[src/rtl/fp32_mult_sched.sv]
// fp32_mult_sched: shares one fixed-latency FP32 multiplier among N requesters.
// Round-robin picks at most one operand pair per cycle. A {valid, id} tag rides
// alongside the multiplier so each product lands in its requester's result slot.
//
// Handshakes: a transfer happens on a rising edge where valid and ready are both
// high. req_ready is derived only from req_valid, the busy bits and the
// round-robin pointer; it never looks at rsp_ready. rsp_valid/rsp_data hold
// until the edge on which rsp_ready is sampled high.
module fp32_mult_sched #(
    parameter int N   = 4,
    parameter int LAT = 4
) (
    input  logic              clk,
    input  logic              rstn,
    input  logic [N-1:0]      req_valid,
    output logic [N-1:0]      req_ready,
    input  logic [32*N-1:0]   req_a,
    input  logic [32*N-1:0]   req_b,
    output logic [N-1:0]      rsp_valid,
    input  logic [N-1:0]      rsp_ready,
    output logic [32*N-1:0]   rsp_data,
    output logic [31:0]       mul_a,
    output logic [31:0]       mul_b,
    input  logic [31:0]       mul_y,
    output logic              idle,
    output logic [15:0]       issue_count
);

    localparam int IDW = $clog2(N);

    // One outstanding operation per requester; set on accept, cleared on result pickup.
    logic [N-1:0]   busy;
    logic [IDW-1:0] last_grant;

    logic [N-1:0]   eligible;
    logic [N-1:0]   grant;
    logic [IDW-1:0] grant_id;
    logic           accept;
    logic [31:0]    sel_a;
    logic [31:0]    sel_b;

    // Tag pipeline: stage k is valid k+1 cycles after the accept edge, so
    // stage LAT lines up with mul_y for the same operand pair.
    logic           tag_v  [LAT+1];
    logic [IDW-1:0] tag_id [LAT+1];

    logic [N-1:0]   capture;
    logic [N-1:0]   rsp_done;

    assign eligible = req_valid & ~busy;

    // Round-robin search starting just after the last granted requester.
    always_comb begin
        logic           found;
        logic [IDW-1:0] idx;
        grant    = '0;
        grant_id = '0;
        found    = 1'b0;
        idx      = '0;
        for (int k = 0; k < N; k++) begin
            idx = IDW'((int'(last_grant) + 1 + k) % N);
            if (!found && eligible[idx]) begin
                grant[idx] = 1'b1;
                grant_id   = idx;
                found      = 1'b1;
            end
        end
    end

    assign req_ready = rstn ? grant : '0;
    assign accept    = |(req_valid & req_ready);

    // Operand mux for the granted requester.
    always_comb begin
        sel_a = '0;
        sel_b = '0;
        for (int i = 0; i < N; i++) begin
            if (grant[i]) begin
                sel_a = req_a[32*i +: 32];
                sel_b = req_b[32*i +: 32];
            end
        end
    end

    // Issue stage: register operands toward the multiplier, advance pointer and count.
    always_ff @(posedge clk) begin
        if (!rstn) begin
            mul_a       <= '0;
            mul_b       <= '0;
            last_grant  <= IDW'(N - 1);
            issue_count <= '0;
        end else if (accept) begin
            mul_a       <= sel_a;
            mul_b       <= sel_b;
            last_grant  <= grant_id;
            issue_count <= issue_count + 16'd1;
        end else begin
            mul_a       <= '0;
            mul_b       <= '0;
        end
    end

    // Tag pipeline shifts every cycle; the multiplier itself has no stall.
    always_ff @(posedge clk) begin
        if (!rstn) begin
            for (int k = 0; k <= LAT; k++) begin
                tag_v[k]  <= 1'b0;
                tag_id[k] <= '0;
            end
        end else begin
            tag_v[0]  <= accept;
            tag_id[0] <= grant_id;
            for (int k = 1; k <= LAT; k++) begin
                tag_v[k]  <= tag_v[k-1];
                tag_id[k] <= tag_id[k-1];
            end
        end
    end

    // Decode which result slot the product arriving this cycle belongs to.
    always_comb begin
        capture = '0;
        for (int i = 0; i < N; i++) begin
            capture[i] = tag_v[LAT] && (tag_id[LAT] == IDW'(i));
        end
    end

    assign rsp_done = rsp_valid & rsp_ready;

    // Result slots and busy bits; the busy rule guarantees a slot is empty on capture.
    always_ff @(posedge clk) begin
        if (!rstn) begin
            rsp_valid <= '0;
            rsp_data  <= '0;
            busy      <= '0;
        end else begin
            for (int i = 0; i < N; i++) begin
                if (capture[i]) begin
                    rsp_valid[i]          <= 1'b1;
                    rsp_data[32*i +: 32]  <= mul_y;
                end else if (rsp_done[i]) begin
                    rsp_valid[i]          <= 1'b0;
                end
                if (accept && grant[i]) begin
                    busy[i] <= 1'b1;
                end else if (rsp_done[i]) begin
                    busy[i] <= 1'b0;
                end
            end
        end
    end

    assign idle = ~|busy;

endmodule

[config.mk]
export PLATFORM = sky130hd
export DESIGN_NAME = fp32_mult_sched
export DESIGN_NICKNAME = d
export VERILOG_FILES = /design/src/rtl/fp32_mult_sched.sv
export SDC_FILE = /design/constraint.sdc
export NUM_CORES = 1
export LEC_CHECK = 0
export CORE_AREA = 3 3 200 202
export CTS_BUF_LIST = sky130_fd_sc_hd__clkbuf_16
export CTS_CLUSTER_DIAMETER = 200
export DETAILED_ROUTE_END_ITERATION = 16
export DIE_AREA = 0 0 203 205
export PLACE_DENSITY = 0.66
export SLEW_MARGIN = 20
export SYNTH_ARGS = -nofsm -noshare
export SYNTH_HDL_FRONTEND = slang
export SYNTH_SLANG_ARGS = --single-unit
[constraint.sdc]
create_clock -name clk -period 3.7 [get_ports clk]
set_input_delay 0.37 -clock clk [delete_from_list [all_inputs] [get_ports clk]]
set_output_delay 0.37 -clock clk [all_outputs]
set_load 0.05 [all_outputs]
### Yosys cells after proc, flatten, opt, wreduce, memory -nomap -nowiden

Memories as Yosys holds them, arrays and structs flattened.
Cells that the tools add are included.

* register bits after elaboration: 218
* memory bits (writable): 15
* input bits: 298
* output and inout port bits: 217
* logic and storage cells: 142
* memories kept: 2

Memories
* tag_id: depth 5, bits a word 2, read ports 5, clocked after Yosys merged registers in 0, write ports 5, line 45 `logic [IDW-1:0] tag_id [LAT+1];`
* tag_v: depth 5, bits a word 1, read ports 5, clocked after Yosys merged registers in 0, write ports 5, line 44 `logic tag_v [LAT+1];`

* add/subtract/negate cells: 5
* magnitude comparators: 8
* equality and inequality tests: 3
* multiplexer cells: 60
* bitwise gates (word level): 17
* reductions and logical operators: 31

Operators with widths (count)
* 32-bit two-way mux: 8
* 1-bit two-way mux: 30
* 4-bit two-way mux: 5
* 2-bit two-way mux: 9
* 16-bit by 1-bit adder with 16-bit output (second input constant): 1
* 2-bit nonzero test: 8
* 1-bit logical AND: 15
* 4-bit AND: 3
* 2-bit by 3-bit < comparator with 1-bit output (second input constant): 4
* 4-bit bitwise OR: 3
* 1-bit bitwise OR: 10
* 1-bit binary-select mux with 2-bit select: 4
* 1-bit demux with 2-bit select: 4
* 2-bit by 1-bit greater-or-equal comparator with 1-bit output (second input constant): 4
* 4-bit OR reduction: 2
* 2-bit adder (second input constant): 3
* 2-bit == test (second input constant): 2
* 1-bit logical NOT: 4
* 4-bit inverter: 1
* 2-bit by 1-bit adder with 2-bit output (second input constant): 1
* 2-bit by 1-bit == test with 1-bit output (second input constant): 1
* 2-bit logical NOT: 1
* 2-bit AND reduction: 1

### Logic depth before layout (Yosys ltp)

Gate-level depths: netlist of the first run.

* depth after elaboration: 19
* depth in mapped cells: 12
* depth with buffers taken out: 10

### Worst setup path before layout of the first run

Ideal clock, no wire load.

* kind: register to output
* start point: reg last_grant[0]
* end point: out req_ready[0]
* data arrival time: 3097 ps
* required time: 3330 ps
* path slack: 233 ps
* cell stages (with the launch flop): 12
* buffers on the path: 2
* cell sequence: dfxtp_1 > inv_1 > ha_1 > or4b_1 > o31ai_1 > a21o_1 > a22o_1 > or3_1 > buf_2 > buf_2 > inv_1 > nor2_1

* cells in the longest elaborated chain, start to end: 14
* elaborated cells between the ends (all ways): 49
* those cells by class: 4 x add/sub; 8 x order compare; 24 x mux; 3 x bitwise; 10 x reduce/logical

Ends and longest elaborated chain
* from (decl): line 33 `logic [IDW-1:0] last_grant;`
* from (signal assigned): line 90 `last_grant <= IDW'(N - 1);`
* from (signal assigned): line 95 `last_grant <= grant_id;`
* 2-bit by 1-bit adder with 2-bit output (*): line 61 `idx = IDW'((int'(last_grant) + 1 + k) % N);`
* branches (longest 11 deep; another with 2-bit by 3-bit < comparator with 1-bit output)
* 4-bit two-way mux (*): line 62 `if (!found && eligible[idx]) begin`
* 4-bit two-way mux (*): line 70 `assign req_ready = rstn ? grant : '0;`
* to (decl): line 16 `output logic [N-1:0] req_ready,`

Every way passes the cells marked *. The select of a mux whose other input is x is not followed.

### Worst setup path after layout of the first run

* start point: reg last_grant[0]
* end point: out req_ready[1]

The elaborated chain is that of the path after synthesis.

==> impl_results.rst, run 1 <==
.. list-table::
   :header-rows: 1

   * - Metric
     - Value
   * - Sequential-to-total area share from yosys stat
     - 46.28%
   * - Slew at the pin closest to its max-slew limit
     - 0.8678 ns
   * - Mean routed wirelength per cell
     - 19.61 microns
   * - Min-delay worst type
     - primary input to flop
   * - Min cycle time layout
     - 3.567 ns
   * - Leading cell types in the layout, fill and taps excluded
     - clkdlybuf4s50_1 (510), nand2_1 (404), dfxtp_1 (232)
   * - Max transition margin
     - 42.15%
   * - Final ANT Viol Nets
     - 0
   * - Number of DRC markers in iteration 0
     - 526
   * - Hold Path Depth
     - 3
   * - Antenna cells
     - 0
   * - Die Height
     - 205 microns
   * - Core Rows
     - 72
   * - Count of buffers added by post-CTS timing repair for setup
     - 0
   * - Proportion of netlist area held by the largest area contributor
     - 46.28%
   * - Layout overhead on the synthesized area
     - 66.33%
   * - Largest net degree at the start of global routing
     - 61
   * - Worst-path clk slew
     - 0.07 ns
   * - Critical path capture point type
     - output pin
   * - Count of warnings emitted by yosys
     - 0
   * - Final critical-path share of the clock period
     - 96.42%
   * - Predominant post-synthesis flop cell
     - dfxtp_1
   * - Highest net fanout along the worst path
     - 18
   * - Final Hold Viols
     - 0
   * - Worst supply voltage drop on vdd
     - 420.6 uV
   * - Core Box Area
     - 0.03847 sq mm
   * - Met3 wire length
     - 4.757 mm
   * - Critical Path Source Type
     - flop
   * - Finish-stage setup viols
     - 0
   * - Last weighted congestion value of the routability-driven placer
     - 0.9651
   * - TritonCTS clock tree
     - done
   * - Fraction of synthesis flops using an asynchronous set or reset pin
     - 0%
   * - Total Negative Setup Slacks
     - 0 ns
   * - Antenna violations before repair
     - 0
   * - Crit path required time
     - 3.33 ns
   * - Number of enable flip-flop cells after synthesis
     - 0
   * - HPWL after DPL
     - 34.94 mm
   * - Total placed cells including tap cells
     - 2282
   * - Count of final max-slew check failures
     - 0
   * - Mapped Cells
     - 1313
   * - Count of port buffers added during placement
     - 514
   * - Number of clock sinks
     - 233
   * - Number of placed I/O pins
     - 515
   * - Worst Setup Slack post-DPL
     - 0.2232 ns
   * - Cell types with the largest area share after synthesis
     - dfxtp_1 (46%), nand2_1 (15%), a21oi_1 (10%)
   * - Setup repair after global routing missed its margin
     - false
   * - Die footprint
     - 0.04162 sq mm
   * - Power per standard cell area
     - 716.9 mW/mm^2
   * - Net total in the final layout
     - 2099
   * - Result of the run
     - complete, no violations
   * - Total detailed-routing wirelength
     - 45.70 mm
   * - Fill cell total of the finished layout
     - 3857
   * - Via count of the first global-routing pass
     - 11250
   * - Nets in the synthesized netlist
     - 1619
   * - Routed metal-1 wire length
     - 17.59 mm
   * - Width of the die
     - 203 microns
   * - Highest signal layer in the routed design
     - met4
   * - Post-synthesis sequential element count
     - 233
   * - DRC violation count after routing
     - 0
   * - Fin cells
     - 2330
   * - Global Route Usage Sum
     - 20.45%
   * - CTS max path bufs
     - 3
   * - Most area-hungry cell type in the Yosys netlist
     - dfxtp_1
   * - H-Tree Level Count
     - 1
   * - Detailed-route vias per instance
     - 4.911
   * - Endpoint arrival time on the critical path
     - 3.20 ns
   * - Area used by multi-input combinational logic
     - 0.004969 sq mm
   * - Starting density of the core
     - 26.20%
   * - First-pass GRT wire length
     - 66.70 mm
   * - Worst clock skew
     - 0.008661 ns
   * - Leakage power
     - 5.736 nW
   * - Number of detailed-route iterations in the first pass
     - 5
   * - Fraction of layout cells with a size suffix above 1
     - 6.457%
   * - Vias after detailed routing
     - 11440
   * - Clock tree root buffer cell
     - clkbuf_16
   * - Cells on worst reg2reg path
     - 11
   * - Metal2 WL
     - 22.13 mm
   * - CTS Buf Count
     - 27
   * - Overflow after GRT
     - 0
   * - Area taken by flip-flops and latches
     - 0.004666 sq mm
   * - Critical path type
     - flop to output pin
   * - Post-Synthesis Mean Instance Area
     - 7.676 sq um
   * - Achievable Freq
     - 280.3 MHz
   * - Syn Std Cell Area
     - 0.01008 sq mm
   * - Number of library cell types mapped by synthesis
     - 55
   * - Max_cap viols
     - 0
   * - Clock Latency Late Sink
     - 0.55 ns
   * - Final worst-path setup slack
     - 0.1325 ns
   * - Min Hold Slack
     - 0.3648 ns
   * - Fraction of the core area covered by cells at the end of the flow
     - 43.58%
   * - Most common cell after layout, fill and taps aside
     - clkdlybuf4s50_1
cell type report:
type | count | share of cell area [%]
repair buffers | 560 | 33.24
multi-input cells | 963 | 29.64
flip-flops and latches | 233 | 27.83
clock buffers | 27 | 4.030
well taps | 518 | 3.866
clock inverters | 21 | 1.202
inverters | 8 | 0.1941
path summary, 6_finish.rpt:
| kind | from | to | slack (ns) |
|---|---|---|---|
| max | last_grant[0]$_SDFFE_PN1N_ | req_ready[1] | 0.13 |
| min | req_b[119] | mul_b[23]$_SDFF_PN0_ | 0.36 |
| max reg2reg | last_grant[0]$_SDFFE_PN1N_ | issue_count[12]$_SDFFE_PN0N_ | 0.34 |
| min reg2reg | tag_id[0][1]$_SDFF_PN0_ | tag_id[0][3]$_SDFF_PN0_ | 0.43 |
flip-flops by register name, indices dropped and copies added (netlist names), 4 cells and up:
signal       count
rsp_data       128
mul_a           32
mul_b           32
issue_count     16
tag_id          10
tag_v            5
busy             4
rsp_valid        4
synth_stat cells (2+ instances only):
library cell and instances:
buf_2 33, nand2_1 404, nor3_1 3, a21o_1 3, a22o_1 2, or4_1 6, mux4_2 2, and2_1 14
o31ai_1 11, nor3b_1 3, nand3b_1 3, mux2i_1 3, and3b_1 2, a2bb2oi_1 4, o21ai_0 5, o41ai_1 3
dfxtp_1 233, or3_1 4, ha_1 8, nor4_1 2, nand2b_1 13, or2_2 2, nand3_1 73, buf_1 2
inv_1 8, and3_1 5, nor3b_2 2, or4b_1 3, clkbuf_1 72, nor2_1 88, nor2b_1 2, a311o_1 64
a21oi_1 209
power breakdown:
| part | switching [mW] | internal [mW] | total (mW) |
|---|---|---|---|
| sequential | 0.155 | 2.87 | 3.02 |
| clock | 1.13 | 1.55 | 2.68 |
| combinational | 3.86 | 2.46 | 6.32 |
cells by family (layout without fill, tap and decap cells):
family,after synthesis,count (layout),share of synthesized area (%)
adder cells (fa/ha/maj),8,8,0.9932
multiplexers,5,5,0.7449
XOR/XNOR,2,2,0.1738
AND/OR/NAND/NOR,634,634,26.77
AO/OA/AOI/OAI,314,314,20.16
flip-flops,233,233,46.28
buffers and inverters,117,616,4.879
routing by layer:
layer | GRT usage [%] | up-vias
met3 | 6.420 | 80
met5 | 0 | -
met4 | 5.296 | 0
met2 | 36.02 | 554
li1 | - | 5446
met1 | 24.14 | 5363
stage by stage:
| step | total power [mW] | area (sq um) |
|---|---|---|
| finish | 12.02 | 16760 |
| global placement | 9.305 | 15860 |
| global route | 12.64 | 16760 |
| detailed placement | 9.329 | 15860 |
| CTS | 12.07 | 16750 |
| floorplan | 7.051 | 10080 |
worst max-delay path, stage by stage, from the launching register on:
cell and delay, ns:
dfxtp_1 0.32, buf_4 0.20, ha_1 0.27, nor2_1 0.23, mux4_2 0.41, a211oi_4 0.33, a22o_1 0.29, nor3_4 0.08
buf_6 0.19, nor2_1 0.10, buf_4 0.22
what timing repair did:
item | CTS | global route
setup endpoints to repair | 2 | 3
hold buffers | 0 | 0
resized for setup | 3 | 4
(Power assumes the default switching activity.)
==> run 2: changes to the inputs <==
- ABC_CLOCK_PERIOD_IN_PS: unset -> 3700
==> results of run 2 <==
Final layout, timing and power as in run 1 (identical DEF).
==> run 3: changes to the inputs <==
- CORE_AREA: 3 3 200 202 -> 3 3 202 204
- DIE_AREA: 0 0 203 205 -> 0 0 205 207
- DONT_BUFFER_PORTS: unset -> 1
- PLACE_DENSITY: 0.66 -> 0.48
==> run 3 against run 2 <==
  * Register-to-register slack got worse by 0.09 ns
  * Non-clock buffer count decreased by 425
  * Design area decreased by 25%
  * Die area increased by 2.0%
  * Hold slack got worse by 0.33 ns
  * Final cell count decreased by 18%
  * Combinational power decreased by 36%
  * Count of clock-buffer cells in the layout unchanged
  * Critical path depth unchanged
  * Via count decreased by 13%
  * Critical endpoint is now req_ready[0]
==> impl_results.rst, run 3 (same netlist as run 1, synthesis figures left out) <==
.. list-table::
   :header-rows: 1

   * - Metric
     - Value
   * - Count of final max-slew check failures
     - 0 (unchanged)
   * - Worst-path clk slew
     - 0.06 ns (about the same)
   * - Final Hold Viols
     - 0 (unchanged)
   * - Via count of the first global-routing pass
     - 9409 (-16%)
   * - Clock tree root buffer cell
     - clkbuf_16
   * - TritonCTS clock tree
     - done
   * - Global Route Usage Sum
     - 16.94% (-3.5 points)
   * - Min cycle time layout
     - 3.486 ns (-0.08142 ns)
   * - Flip-flop count of the largest register after layout
     - 128 (unchanged)
   * - Die Height
     - 207 microns (+0.98%)
   * - First-pass GRT wire length
     - 57.27 mm (-14%)
   * - Max_cap viols
     - 0 (unchanged)
   * - CP most frequent cell
     - inv_1
   * - Crit path required time
     - 3.33 ns (about the same)
   * - Endpoint arrival time on the critical path
     - 3.12 ns (-0.08 ns)
   * - Detailed-route vias per instance
     - 5.192 (+5.7%)
   * - Ordered list of cells on the worst path
     - inv_1, ha_4, or4b_1, o31ai_2, a211oi_4, a22o_1, or3_2, inv_1, nor2_1, buf_4
   * - Number of detailed-route iterations in the first pass
     - 5 (unchanged)
   * - Count of port buffers added during placement
     - 0 (-100%)
   * - CTS max path bufs
     - 3 (unchanged)
   * - HPWL after DPL
     - 27.01 mm (-23%)
   * - CTS Buf Count
     - 27 (unchanged)
   * - Total detailed-routing wirelength
     - 38.76 mm (-15%)
   * - Min-delay worst type
     - primary input to flop
   * - Critical Path Source Type
     - flop
   * - Fraction of the core area covered by cells at the end of the flow
     - 31.74% (-12 points)
   * - Highest net fanout along the worst path
     - 7 (-11)
   * - Critical path buffers and inverters
     - 3 (unchanged)
   * - Final ANT Viol Nets
     - 0 (unchanged)
   * - Core Rows
     - 73 (+1.4%)
   * - Combinational fraction of design power
     - 37.8% (-15 points)
   * - Worst clock skew
     - 0.01146 ns (+0.002796 ns)
   * - Power per standard cell area
     - 857.8 mW/mm^2 (+20%)
   * - Finish-stage setup viols
     - 0 (unchanged)
   * - Antenna violations before repair
     - 4 (+4)
   * - Max transition margin
     - 38.47% (-3.7 points)
   * - Critical path type
     - flop to output pin
   * - Slew at the pin closest to its max-slew limit
     - 0.9229 ns (+0.05515 ns)
   * - Most common cell after layout, fill and taps aside
     - nand2_1
   * - Clock Latency Late Sink
     - 0.56 ns (about the same)
   * - Leakage power
     - 4.182 nW (-27%)
   * - Final critical-path share of the clock period
     - 94.22% (-2.2 points)
   * - Worst supply voltage drop on vdd
     - 531.1 uV (+26%)
   * - Clock network fraction of design power
     - 23.1% (+0.8 points)
   * - Last weighted congestion value of the routability-driven placer
     - 0.9097 (-5.7%)
   * - Starting density of the core
     - 25.54% (-0.66 points)
   * - Net load switching power
     - 4.838 mW (-5.9%)
   * - Register with the most flip-flops
     - rsp_data
   * - Biggest registers after layout
     - rsp_data (128), mul_a (32), mul_b (32)
   * - Sequential group share of total power
     - 39.1% (+14 points)
   * - DRC violation count after routing
     - 0 (unchanged)
   * - Min Hold Slack
     - 0.03540 ns (-0.3294 ns)
   * - Core Box Area
     - 0.03946 sq mm (+2.6%)
   * - Number of placed I/O pins
     - 515 (unchanged)
   * - Worst Setup Slack post-DPL
     - 0.3167 ns (+0.09350 ns)
   * - Die footprint
     - 0.04244 sq mm (+2.0%)
   * - Overflow after GRT
     - 0 (unchanged)
   * - Layout overhead on the synthesized area
     - 24.27%
   * - Final worst-path setup slack
     - 0.2139 ns (+0.08142 ns)
   * - Net total in the final layout
     - 1674 (-20%)
   * - Vias after detailed routing
     - 9958 (-13%)
   * - Largest net degree at the start of global routing
     - 133 (+120%)
   * - Mean routed wirelength per cell
     - 20.21 microns (+3.0%)
   * - Critical path capture point type
     - output pin
   * - Number of DRC markers in iteration 0
     - 885 (+68%)
   * - Largest incremental delay on the critical path
     - 0.49 ns (+0.08 ns)
   * - Fraction of layout cells with a size suffix above 1
     - 6.983% (+0.53 points)
   * - Result of the run
     - complete, no violations
   * - Internal Pwr Total
     - 5.904 mW (-14%)
   * - H-Tree Level Count
     - 1 (unchanged)
   * - Net switching share of the total power
     - 45.04% (+2.2 points)
   * - Leading cell types in the layout, fill and taps excluded
     - nand2_1 (404), dfxtp_1 (233), a21oi_1 (209)
   * - Cell with the biggest individual delay on the critical path
     - or4b_1
   * - Achievable Freq
     - 286.9 MHz (+2.3%)
   * - Family with the most delay on the worst path
     - simple AND/OR/NAND/NOR gates
   * - Number of clock sinks
     - 233 (unchanged)
   * - Tot Pwr
     - 10.74 mW (-11%)
   * - Width of the die
     - 205 microns (+0.99%)
[run 3: changes by cell type in the layout (fill, tap and decap cells not counted), sizes merged, moves of 2 or more]
cell / change
dlygate4sd3: +100
bufinv: -2
buf: -15
diode: +4
clkinv: +6
clkdlybuf4s50: -510
[run 3: metal layers]
| metal | vias up | GRT usage [%] | share of wire, % |
|---|---|---|---|
| met5 | - | 0 | 0 |
| met4 | 0 | 7.542 | 4.5 |
| met3 | 86 | 5.516 | 11 |
| met2 | 528 | 28.06 | 47 |
| met1 | 4733 | 19.90 | 38 |
| li1 | 4611 | - | - |
[run 3: worst register-to-register path: stages (launching register included)]
cell	delay (ns)
dfxtp_1	0.31
buf_4	0.19
ha_1	0.27
nor2_1	0.24
mux4_2	0.42
a211oi_4	0.30
a22o_1	0.20
or3_2	0.12
buf_4	0.55
nand3_1	0.29
a311o_1	0.36
a21oi_1	0.12
[run 3: power by group through the flow]
| stage | clock network, mW | logic (mW) | registers [mW] |
|---|---|---|---|
| final | 2.48 | 4.06 | 4.20 |
| after global routing | 2.69 | 4.42 | 4.23 |
| after CTS | 2.58 | 3.99 | 4.21 |
| after detailed placement | 0 | 3.86 | 4.25 |
| after global placement | 0 | 3.85 | 4.28 |
| after floorplan | 0 | 2.93 | 4.12 |
[run 3: area by class of cell]
type,instances,area (sq um)
diodes,4,10.01
clock buffers,27,675.6
clock inverters,23,145.1
fillers,4185,26930
inverters,8,32.53
multi-input cells,963,4972
flip-flops and latches,233,4664
well taps,525,656.9
repair buffers,135,1368
[run 3: final timing paths]
path                              startpoint                 endpoint  slack (ns)  cells after the start
hold reg to reg      tag_id[0][6]$_SDFF_PN0_  tag_id[0][8]$_SDFF_PN0_        0.42                      1
setup / recovery  last_grant[1]$_SDFFE_PN1N_             req_ready[0]        0.21                     10
hold / removal                  rsp_ready[2]     busy[2]$_SDFFE_PN0P_        0.04                      3
setup reg to reg  last_grant[0]$_SDFFE_PN1N_     mul_a[13]$_SDFF_PN0_        0.25                     11
[run 3: metrics by stage]
stage / area [sq um] / cells / TNS, ns
floorplan: 10080 / 1313 / 0
global placement: 10680 / 1764 / 0
detailed placement: 10680 / 1764 / 0
CTS: 12500 / 1914 / 0
global route: 12520 / 1918 / -0.008891
finish: 12520 / 1918 / 0
[run 3: repair_timing]
action / in CTS / in global routing
resized for setup: 1 / 2
hold endpoints to repair: 211 / 0
endpoints found under the setup margin: 1 / 1
hold buffers: 100 / 0
buffers inserted: 0 / 0
